File: config.mk
export PLATFORM = sky130hd
export DESIGN_NAME = window_2x2
export DESIGN_NICKNAME = d
export VERILOG_FILES = /design/src/rtl/window_2x2.sv
export SDC_FILE = /design/constraint.sdc
export NUM_CORES = 1
export LEC_CHECK = 0
export ABC_CLOCK_PERIOD_IN_PS = 5950
export BUFFER_PORTS_ARGS = -buffer_cell sky130_fd_sc_hd__buf_2
export CAP_MARGIN = 10
export CORE_MARGIN = 4
export CORE_UTILIZATION = 65
export CTS_CLUSTER_DIAMETER = 80
export DETAILED_ROUTE_END_ITERATION = 8
export GPL_TIMING_DRIVEN = 0
export PLACE_DENSITY = 0.95
export SYNTH_ARGS = -nofsm -noshare
export SYNTH_HDL_FRONTEND = slang
export SYNTH_SLANG_ARGS = --single-unit
File: constraint.sdc
create_clock -name CLK -period 5.95 [get_ports CLK]
set_input_delay 0.2975 -clock CLK [delete_from_list [all_inputs] [get_ports CLK]]
set_output_delay 0.2975 -clock CLK [all_outputs]
set_load 0.02 [all_outputs]
File: src/rtl/window_2x2.sv
// Streaming 2x2 window generator: single-row line buffer plus a one-deep output register.
// Optional `WINDOW2X2_LAST_EN adds data_out_last, flagging the final window of each frame.
module window_2x2 #(
    parameter int IMG_W = 16,
    parameter int IMG_H = 16,
    parameter int DW    = 16
) (
    input  logic            CLK,
    input  logic            RESET,
    input  logic            data_in_valid,
    input  logic [DW-1:0]   data_in_data,
    output logic            data_in_ready,
    output logic            data_out_valid,
    output logic [4*DW-1:0] data_out_data,
    input  logic            data_out_ready
`ifdef WINDOW2X2_LAST_EN
    ,
    output logic            data_out_last
`endif
);

    // Handshake: a transfer happens on a rising edge where valid & ready are both 1;
    // ready never looks at valid, and a held output stays stable until taken.
    localparam int XW = (IMG_W > 1) ? $clog2(IMG_W) : 1;
    localparam int YW = (IMG_H > 1) ? $clog2(IMG_H) : 1;
    localparam logic [XW-1:0] X_LAST = XW'(IMG_W - 1);
    localparam logic [YW-1:0] Y_LAST = YW'(IMG_H - 1);

    logic [XW-1:0]   r_x;
    logic [YW-1:0]   r_y;
    logic [DW-1:0]   r_line [IMG_W];
    logic [DW-1:0]   r_left_cur;
    logic [DW-1:0]   r_left_top;
    logic            r_out_valid;
    logic [4*DW-1:0] r_out_data;

    logic            w_accept;
    logic            w_emit;
    logic            w_x_wrap;
    logic            w_y_wrap;
    logic [DW-1:0]   w_top;

    assign data_in_ready  = ~r_out_valid | data_out_ready;
    assign w_accept       = data_in_valid & data_in_ready;
    assign w_x_wrap       = (r_x == X_LAST);
    assign w_y_wrap       = (r_y == Y_LAST);
    assign w_top          = r_line[r_x];
    assign w_emit         = w_accept && (r_x != '0) && (r_y != '0);
    assign data_out_valid = r_out_valid;
    assign data_out_data  = r_out_data;

    always_ff @(posedge CLK or negedge RESET) begin
        if (!RESET) begin
            r_x <= '0;
            r_y <= '0;
        end else if (w_accept) begin
            if (w_x_wrap) begin
                r_x <= '0;
                r_y <= w_y_wrap ? '0 : r_y + YW'(1);
            end else begin
                r_x <= r_x + XW'(1);
            end
        end
    end

    // Row y=0 fills every entry before any is read into a window, so no reset here.
    always_ff @(posedge CLK) begin
        if (w_accept) begin
            r_line[r_x] <= data_in_data;
        end
    end

    always_ff @(posedge CLK or negedge RESET) begin
        if (!RESET) begin
            r_left_cur <= '0;
            r_left_top <= '0;
        end else if (w_accept) begin
            r_left_cur <= data_in_data;
            r_left_top <= w_top;
        end
    end

    // A new window wins over draining; valid only falls on a pure drain.
    always_ff @(posedge CLK or negedge RESET) begin
        if (!RESET) begin
            r_out_valid <= 1'b0;
            r_out_data  <= '0;
        end else if (w_emit) begin
            r_out_valid <= 1'b1;
            r_out_data  <= {r_left_top, w_top, r_left_cur, data_in_data};
        end else if (data_out_ready) begin
            r_out_valid <= 1'b0;
        end
    end

`ifdef WINDOW2X2_LAST_EN
    logic r_out_last;

    always_ff @(posedge CLK or negedge RESET) begin
        if (!RESET) begin
            r_out_last <= 1'b0;
        end else if (w_emit) begin
            r_out_last <= w_x_wrap & w_y_wrap;
        end
    end

    assign data_out_last = r_out_last;
`endif

endmodule

==> reports/qor.yml <==
use_met2_pct: 49.8
routabilityCongestion: 0.798
fin_crit_sh_pct: 52.9
worstPathArrival_ps: 3530
postRouteAntennaNets: 0
antennaDiodeCount: 0
r2r_slack_ps: 2800
cp-end-kind: "register"
syn_area_sq_um: 13900
drv_slew: 0
cts_tree: "yes"
clkSinkCount: 361
finClkSkew_ps: 24.6
areaGrowthSynthToFinish_pct: 15.1
crit_path_start_kind: "register"
design.core.area_sq_um: 21000
worst_slack_ps: 2800
vias: 7515
worstPathMaxFanout: 11
die-width_microns: 154
p_per_area_nw_per_um2: 523
cts_buffer_depth: 3
status: "finished, final reports clean"
io_buffers: 85
final_cells: 1132
numCtsBuffers: 34
hold_end: "r_left_cur[5]"
fin_nets: 858
track_usage_pct: 28.7
setup_viol: 0
r2r_end: "data_out_data[39]"
rsz0062_at_grt: "false"
wirelength_microns: 32800
detail_route.drc_violations: 0
overflow: 0
post-route-util_pct: 75.9
syn_nets: 724
yosysSeqAreaShare_pct: 74.4
reg2reg_depth: 8
drt_iter0_drc: 857
met1_usage_pct: 36.9
final_cell_mix: "edfxtp_1, buf_2, dfrtp_1"
routedWlPerCell_microns: 29.0
clock_latency_ps: 530
die_y_microns: 154
tns_ps: 0
holdPathStages: 3
hp-start: "data_in_data[5]"
top_usage_layer: "met2"
dp_hpwl_microns: 20000
ys_ff_latch: 361
syn_inst: 698
worst_slew_pin_slew_ps: 1050
drive_gt1_share_pct: 38.0
max_clock_freq_mhz: 318
synth.distinct_cells: 26
fp.dieArea_sq_um: 23700
rows: 53
p_leak_uw: 0.00600
reg2reg_from: "r_x[1]"
grt_pass1_vias: 8073
grt_pass1_wl_microns: 50800
ir_drop_uv: 432
firstDrtPassIters: 8
min_period_ps: 3150
yosysWarnings: 0
pre_cts_ws_ps: 3020
ios: 86
power.total_uw: 8350
gr-usage-met3_pct: 5.24
cts-root-buf: "clkbuf_16"
syn_area_per_cell_sq_um: 19.9
hold_path_class: "in -> reg"
viasPerCell: 6.64
relSlewSlack_pct: 30.2
timing.final.hold_violations: 0
layout_commonest_cell: "edfxtp_1"
crit_type: "reg -> reg"
antenna_found_initial: 1
cap_violations: 0
required_ps: 6330
dpl.cell_count: 1070
start_util_pct: 66.0
grt_start_max_net_pins: 73
path_clk_slew_ps: 60
h-tree-depth: 2
[synth_stat cells]
cell type,count,area [sq um]
nor3_1,5,25.0
edfxtp_1,256,7690
dfrtp_1,105,2630
a22oi_1,1,7.51
buf_2,21,105
inv_2,1,3.75
xnor2_1,3,26.3
and2_0,2,12.5
a21o_1,2,15.0
o41ai_1,1,8.76
mux4_2,64,1440
nand3_1,3,15.0
nor2_1,14,52.6
inv_1,3,11.3
mux2i_1,48,480
buf_6,5,56.3
nand2_1,60,225
clkbuf_1,4,15.0
and4_1,1,8.76
ha_1,6,75.1
mux2_2,75,845
a32o_1,1,10.0
nand2b_1,3,18.8
mux2_1,5,56.3
o21ai_0,4,20.0
buf_1,5,18.8
[stage by stage]
stage | instance area (sq um) | hold WS, ps
final | 16000 | 179
after global routing | 16000 | 189
after CTS | 16000 | 166
after detailed placement | 14900 | 267
after global placement | 14600 | 459
after floorplan | 13900 | 1.91
[critical path, stage by stage (launching register included)]
cell	delay (ps)
dfrtp_1	450
inv_2	240
buf_1	650
ha_1	320
a22oi_1	120
nand2_1	110
buf_2	300
buf_2	410
mux2_2	400
[power breakdown]
| part | internal [uW] | switching (uW) | total (uW) |
|---|---|---|---|
| combinational | 1190 | 1620 | 2800 |
| sequential | 3170 | 243 | 3420 |
| clock | 1220 | 906 | 2130 |
| total | 5590 | 2760 | 8350 |
[worst max path at each step]
stage,endpoint,slack (ps),start
floorplan,r_line[2][0],2960,data_out_valid
global placement,r_line[1][9],1930,r_x[1]
detailed placement,r_line[0][9],3020,r_x[1]
CTS,data_out_data[39],2900,r_x[1]
global route,r_line[2][8],2730,data_out_valid
finish,data_out_data[39],2800,r_x[1]
[layer usage]
metal / part of all wire (%) / vias to the layer above
li1: - / 2989
met1: 35 / 3887
met2: 53 / 527
met3: 8.6 / 110
met4: 4.0 / 2
met5: 0.046 / -
[layout make-up]
class / instances / area (sq um)
clock buffer: 50 / 1000
sequential: 361 / 10300
fill: 1006 / 5060
tap: 275 / 344
timing repair buffer: 98 / 616
clock inverter: 11 / 87.6
inverter: 4 / 15.0
buffer: 35 / 195
multi-input combinational: 298 / 3390
[cell families (layout without fill, tap and decap cells)]
kind of cell             Yosys count  after routing  share of synthesized area, %
multiplexers                     192            192                          20.4
AO/OA/AOI/OAI                      9              9                         0.442
flip-flops                       361            361                          74.4
buffers and inverters             39            198                          1.52
AND/OR/NAND/NOR                   88             88                          2.58
adder cells (fa/ha/maj)            6              6                         0.541
XOR/XNOR                           3              3                         0.189
[registers in the layout, summed over array words and instances (netlist names)]
signal / flops
r_line: 256
r_left_top: 16
r_y: 4
data_out_valid: 1
r_left_cur: 16
r_x: 4
data_out_data: 64
[repair_timing]
| item | in CTS | in global routing |
|---|---|---|
| buffers inserted | 0 | 0 |
| hold endpoints to repair | 33 | 0 |
| gates resized for setup | 0 | 0 |
| hold buffers | 1 | 0 |
(Power assumes the default switching activity.)
